==> src/rtl/cla8_adder.sv <==
// rtl/cla8_adder.sv - 8-bit two-level carry-lookahead adder with registered {cout, sum}
// Optional carry-in port enabled by defining CLA8_CIN_EN.

module cla8_group4 (
    input  logic [3:0] i_g,
    input  logic [3:0] i_p,
    input  logic       i_c,
    output logic [3:0] o_c,
    output logic       o_gg,
    output logic       o_gp
);
    // Every carry is a flat sum of products from the group carry-in, so no bit waits on its neighbour.
    assign o_c[0] = i_c;
    assign o_c[1] = i_g[0] | (i_p[0] & i_c);
    assign o_c[2] = i_g[1] | (i_p[1] & i_g[0]) | (i_p[1] & i_p[0] & i_c);
    assign o_c[3] = i_g[2] | (i_p[2] & i_g[1]) | (i_p[2] & i_p[1] & i_g[0])
                  | (i_p[2] & i_p[1] & i_p[0] & i_c);
    assign o_gg   = i_g[3] | (i_p[3] & i_g[2]) | (i_p[3] & i_p[2] & i_g[1])
                  | (i_p[3] & i_p[2] & i_p[1] & i_g[0]);
    assign o_gp   = &i_p;
endmodule

module cla8_adder (
    input  logic       clk,
    input  logic       rst_n,
    input  logic [7:0] a,
    input  logic [7:0] b,
    output logic [7:0] sum,
    output logic       cout
`ifdef CLA8_CIN_EN
    ,
    input  logic       cin
`endif
);
    logic [7:0] w_g;
    logic [7:0] w_p;
    logic [7:0] w_c;
    logic       w_c0;
    logic       w_c4;
    logic       w_cout;
    logic       w_gg0;
    logic       w_gp0;
    logic       w_gg1;
    logic       w_gp1;
    logic [7:0] r_sum;
    logic       r_cout;

`ifdef CLA8_CIN_EN
    assign w_c0 = cin;
`else
    assign w_c0 = 1'b0;
`endif

    assign w_g = a & b;
    assign w_p = a ^ b;

    cla8_group4 u_lo (
        .i_g  (w_g[3:0]),
        .i_p  (w_p[3:0]),
        .i_c  (w_c0),
        .o_c  (w_c[3:0]),
        .o_gg (w_gg0),
        .o_gp (w_gp0)
    );

    cla8_group4 u_hi (
        .i_g  (w_g[7:4]),
        .i_p  (w_p[7:4]),
        .i_c  (w_c4),
        .o_c  (w_c[7:4]),
        .o_gg (w_gg1),
        .o_gp (w_gp1)
    );

    // Second-level lookahead: upper carry-in and carry-out straight from group terms.
    assign w_c4   = w_gg0 | (w_gp0 & w_c0);
    assign w_cout = w_gg1 | (w_gp1 & w_gg0) | (w_gp1 & w_gp0 & w_c0);

    always_ff @(posedge clk or negedge rst_n) begin
        if (!rst_n) begin
            r_sum  <= 8'h00;
            r_cout <= 1'b0;
        end else begin
            r_sum  <= w_p ^ w_c;
            r_cout <= w_cout;
        end
    end

    assign sum  = r_sum;
    assign cout = r_cout;
endmodule

==> config.mk <==
export PLATFORM = sky130hd
export DESIGN_NAME = cla8_adder
export DESIGN_NICKNAME = d
export VERILOG_FILES = /design/src/rtl/cla8_adder.sv
export SDC_FILE = /design/constraint.sdc
export NUM_CORES = 1
export LEC_CHECK = 0
export ABC_AREA = 1
export CORE_ASPECT_RATIO = 1.2
export CORE_MARGIN = 2
export CORE_UTILIZATION = 35
export CTS_CLUSTER_DIAMETER = 120
export DETAILED_ROUTE_END_ITERATION = 10
export PLACE_DENSITY = 0.85
export SLEW_MARGIN = 20
export SYNTH_ARGS = -nofsm -noshare
export SYNTH_HDL_FRONTEND = slang
export SYNTH_SLANG_ARGS = --single-unit
==> constraint.sdc <==
create_clock -name clk -period 0.8 [get_ports clk]
set_input_delay 0.16 -clock clk [delete_from_list [all_inputs] [get_ports clk]]
set_output_delay 0.16 -clock clk [all_outputs]
set_load 0.02 [all_outputs]
==> summary.md, run 1 <==
| Metric | Value |
|---|---|
| Synth Area in Compound Gates | 2.46% |
| Boundary pin count | 27 |
| Via-to-Cell Ratio | 4.65 |
| Clock Power Share | 20.4% |
| CP Class | in -> reg |
| Number of I/O port buffers | 26 |
| Root buf cell | clkbuf_4 |
| Req. time, crit path | 0.95 ns |
| Core area | 0.00146 mm2 |
| Tmin final | 1.16 ns |
| Post-DP HPWL | 963 um |
| Global route total overflow | 0 |
| Cells after synthesis | 58 |
| Post-synth design cell area | 561 um2 |
| Hold_ws | 0.112 ns |
| # DRC | 0 |
| Worst slew pin tran | 0.182 ns |
| Max Freq | 0.859 GHz |
| CP startpoint kind | input port |
| Initial DRC Count | 9 |
| Row cnt | 15 |
| Clock tree buffer depth | 2 |
| Final Cycle Share | 146% |
| Pre-antenna DRT Iters | 4 |
| Initial antenna violation count | 0 |
| Failing checks | negative setup slack |
| Die width | 40.5 um |
| Design area | 0.00109 mm2 |
| Synth warnings | 0 |
| TNS Setup | -2.81 ns |
| Place WS | -1.03 ns |
| Leakage power | 0.544 nW |
| Max Slew Vio Count | 0 |
| Wire length per cell | 10.7 um |
| Area growth syn-to-layout | 93.7% |
| Synth Area in XOR/XNOR | 4.69% |
| Synth Area in Adders | 25.0% |
| P_int | 1.14 mW |
| Type of the worst min-delay path | in -> reg |
| Final nets | 129 |
| Pwr Density | 1540 mW/mm2 |
| Final instance count without filler cells | 117 |
| FF+latch count, synth | 9 |
| Crit Path Max Fanout | 2 |
| Sink Count | 9 |
| RSZ-0062 raised after global routing | yes |
| Post-Synth Simple-Gate Area | 22.3% |
| Placed Area | 980 um2 |
| CTS hold repair buffers | 0 |
| Syn_area_per_cell | 9.66 um2 |
| Placer Congestion | 0.750 |
| Unique cell type count in the Yosys netlist | 16 |
| Die area | 0.00194 mm2 |
| Critical Path AT | 1.31 ns |
| Hold path cells | 2 |
| Post-synthesis sequential area ratio | 40.2% |
| Placed Instances | 110 |
| Antenna-violating nets left | 0 |
| Min-Delay Startpoint | a[0] |
| Sw Ratio | 31.6% |
| First-pass GRT wire length | 2030 um |
| Post-synthesis mux area share | 0% |
| CTS tree | built |
| MaxCap Viol Count | 0 |
| Relative slew slack | 87.9% |
| Syn nets | 86 |
| CTS clk-pin slew, worst paths | 0.06 ns |
| Total track usage | 16.1% |
| Starting density of the core | 38.3% |
| Status | finished with violations |
| Pwr Total | 1.67 mW |
| Hold Violations, Final | 0 |
| H-tree levels | 1 |
| Min-Delay Endpoint | sum[0] |
| # diodes | 0 |
| Sw Pwr | 528 uW |
| Sequential power share | 34.1% |
| CP endpoint kind | flip-flop |
| Vias in the first global route | 496 |
| Gate power share | 45.5% |
| Height of the die | 47.8 um |
| PnR worst setup slack | -0.364 ns |
| Largest net degree at the start of global routing | 10 |
| Max VDD drop | 1.01 mV |
| Final Util | 74.2% |
| Final setup fails | 16 |
| Vias | 544 |
| Fraction of layout cells with a size suffix above 1 | 53.0% |
| Largest family of logic cells by synthesized area | adder cells |
| CTS buffer count | 3 |
| Drt total wl | 1260 um |
-- cells in the final DEF, fill, tap and decap left out, types with 3 or more instances in the layout --
cell              n
nand2_1          11
inv_2             3
dlygate4sd2_1     6
dfrtp_1           9
clkdlybuf4s50_1   3
buf_6            18
ha_4              6
clkbuf_4          3
buf_4             8
buf_2             3
nand2_2           3
inv_1             4
-- how the worst max path moves through the flow --
stage,startpoint,end,slack [ns]
2_1_floorplan,a[3],sum[5],-0.52
3_3_place_gp,a[3],sum[5],-1.01
3_5_place_dp,a[3],sum[5],-1.03
4_1_cts,b[3],sum[5],-0.38
5_1_grt,a[3],sum[5],-0.40
6_report,a[3],sum[5],-0.36
-- flip-flops by register name (all words and copies together), names as in the netlist --
name  cells
cout      1
sum       8
-- metal layers --
layer	GRT usage (%)	vias to the layer above	part of all wire, %
met4	10.0	0	2.5
met5	0	-	0
met2	28.6	23	55
met3	2.79	5	4.3
li1	-	270	-
met1	17.1	246	38
-- worst max-delay path: stages --
cell	delay, ns
buf_6	0.10
ha_4	0.22
or2_0	0.19
nand2_1	0.07
nand2_2	0.07
fa_2	0.36
xor2_1	0.15
-- cell usage after synthesis, drive strengths merged --
cell,number,share of area [%]
nand2,16,12
dfrtp,9,40
ha,8,18
inv,8,5.4
nor2,4,4.0
nand3,3,2.7
a21oi,2,2.5
fa,2,7.1
xor2,2,3.1
nand3b,1,1.3
nand4,1,1.1
or2,1,1.1
xnor2,1,1.6
-- what timing repair did --
action,CTS,global route
endpoints found under the setup margin,17,17
endpoints found under the hold margin,0,0
pin swaps,17,10
setup buffers,1,2
resized for setup,103,10
cloned,0,0
-- power by group through the flow --
stage | sequential, mW | clock [mW] | combinational, mW
floorplan | 0.664 | 0 | 0.212
global placement | 0.558 | 0 | 0.654
finish | 0.569 | 0.340 | 0.760
detailed placement | 0.560 | 0 | 0.672
global route | 0.573 | 0.366 | 0.829
CTS | 0.569 | 0.340 | 0.718
-- cell type report --
type | count | area, um2
Clock buffer | 4 | 26.3
Fill cell | 91 | 378
Inverter | 8 | 32.5
Multi-Input combinational cell | 41 | 420
Sequential cell | 9 | 225
Tap cell | 17 | 21.3
Timing Repair Buffer | 38 | 360
-- kinds of logic after synthesis --
| logic type | Yosys count |
|---|---|
| flip-flops | 9 |
| AO/OA/AOI/OAI | 2 |
| XOR/XNOR | 3 |
| adder cells (fa/ha/maj) | 10 |
| buffers and inverters | 8 |
| AND/OR/NAND/NOR | 26 |
Note: power is estimated with default switching activity, not from simulation.
==> inputs of run 2 (changes only) <==
--- a/config.mk
+++ b/config.mk
@@ -9,6 +9,7 @@
 export CORE_ASPECT_RATIO = 1.2
 export CORE_MARGIN = 2
 export CORE_UTILIZATION = 35
+export CTS_BUF_LIST = sky130_fd_sc_hd__clkbuf_16
 export CTS_CLUSTER_DIAMETER = 120
 export DETAILED_ROUTE_END_ITERATION = 10
 export PLACE_DENSITY = 0.85
==> run 2 against run 1 <==
Net effect:
- the flow still finishes with violations (negative setup slack)
- total power increased by 33%
- first-iteration DRC count is 78% lower
- cell count unchanged
- hold slack gained 0.032 ns
- non-clock buffer count did not move
- via count fell by 0.18%
- utilization increased by 4.2 points
- die area unchanged
- critical path type unchanged
==> summary.md, run 2 (synthesis gave the netlist of run 1 again) <==
| Metric | Value |
|---|---|
| Tmin final | 1.19 ns |
| CP Class | in -> reg |
| PnR worst setup slack | -0.394 ns |
| Critical Path AT | 1.31 ns |
| Uppermost layer routed | met4 |
| CTS buffer count | 3 |
| Placed Instances | 110 |
| Number of I/O port buffers | 26 |
| Core area | 0.00146 mm2 |
| Largest net degree at the start of global routing | 10 |
| Final setup fails | 16 |
| Fraction of layout cells with a size suffix above 1 | 56.0% |
| First-pass GRT wire length | 2490 um |
| Global route total overflow | 0 |
| Leakage power | 0.570 nW |
| Max Freq | 0.837 GHz |
| Relative slew slack | 89.8% |
| Vias | 543 |
| Vias in the first global route | 554 |
| Boundary pin count | 27 |
| Pwr Total | 2.22 mW |
| Hold Violations, Final | 0 |
| CP endpoint kind | flip-flop |
| Post-DP HPWL | 963 um |
| Max Slew Vio Count | 0 |
| Area growth syn-to-layout | 105% |
| Antenna-violating nets left | 0 |
| Commonest non-fill, non-tap cell in the layout | buf_6 |
| Final instance count without filler cells | 117 |
| Pwr Density | 1930 mW/mm2 |
| CP startpoint kind | input port |
| CTS clk-pin slew, worst paths | 0.04 ns |
| Root buf cell | clkbuf_16 |
| Req. time, crit path | 0.92 ns |
| Met1 Wirelength | 634 um |
| Failing checks | negative setup slack |
| # DRC | 0 |
| Die width | 40.5 um |
| H-tree levels | 1 |
| Clock tree buffer depth | 2 |
| Drt total wl | 1740 um |
| Routed wl met2 | 984 um |
| Placer Congestion | 0.750 |
| Height of the die | 47.8 um |
| Row cnt | 15 |
| Commonest non-fill, non-tap cells in the layout | buf_6 (16), nand2_1 (11), buf_4 (10), dfrtp_1 (9), ha_4 (6) |
| Status | finished with violations |
| Met3 routed WL | 49 um |
| Crit Path Max Fanout | 2 |
| Max reg flops | 8 |
| Initial DRC Count | 2 |
| Sink Count | 9 |
| Starting density of the core | 38.3% |
| CTS hold repair buffers | 0 |
| Final Cycle Share | 149% |
| Type of the worst min-delay path | in -> reg |
| Wire length per cell | 14.9 um |
| MaxCap Viol Count | 0 |
| CTS tree | built |
| Max VDD drop | 1.07 mV |
| Total track usage | 20.9% |
| Via-to-Cell Ratio | 4.64 |
| Design area | 0.00115 mm2 |
| Initial antenna violation count | 0 |
| Die area | 0.00194 mm2 |
| Placed Area | 980 um2 |
| RSZ-0062 raised after global routing | yes |
| Pre-antenna DRT Iters | 4 |
| Final nets | 129 |
| Worst slew pin tran | 0.152 ns |
| # diodes | 0 |
==> run 2: metal layers <==
| layer | GRT usage (%) | up-vias |
|---|---|---|
| li1 | - | 265 |
| met1 | 21.5 | 252 |
| met2 | 37.1 | 20 |
| met3 | 1.40 | 6 |
| met4 | 18.0 | 0 |
| met5 | 0 | - |
==> run 2: timing repair <==
action,CTS,global route
pin swaps,18,10
gates resized for setup,112,6
setup buffers,2,2
cloned,0,0
endpoints found under the setup margin,17,17
==> run 2: worst paths after layout <==
check,slack (ns),cells after the start,from,endpoint
min in group asynchronous,0.21,2,rst_n,sum[2]
hold / removal,0.14,2,b[0],sum[0]
max in group asynchronous,0.46,2,rst_n,sum[7]
setup / recovery,-0.39,7,a[3],sum[5]
==> run 2: per-stage QoR <==
step / TNS [ns] / util (%) / setup slack [ns] / hold WS, ns
floorplan: -1.97 / - / -0.517 / -0.136
global placement: -9.09 / 66.9 / -1.01 / 0.454
detailed placement: -9.31 / 66.9 / -1.03 / 0.451
CTS: -2.82 / 76.7 / -0.410 / 0.143
global route: -3.14 / 78.4 / -0.430 / 0.140
finish: -2.79 / 78.4 / -0.394 / 0.143
==> run 2: cell type report <==
class	instances	area [um2]
clock buffers	3	75.1
fillers	87	317
clock inverters	1	3.75
repair buffers	38	364
multi-input cells	41	425
inverters	8	32.5
flip-flops and latches	9	225
well taps	17	21.3
==> run 2: power by group <==
part           internal (mW)  total [mW]  switching, mW
clock network          0.651       0.854          0.203
registers              0.536       0.572         0.0369
logic                  0.425       0.794          0.369
==> run 2: worst max-delay path, cell delays in order <==
cell and delay (ns):
buf_6 0.10, ha_4 0.22, or2_0 0.19, nand2_1 0.07
nand2_2 0.07, fa_2 0.36, xor2_1 0.15
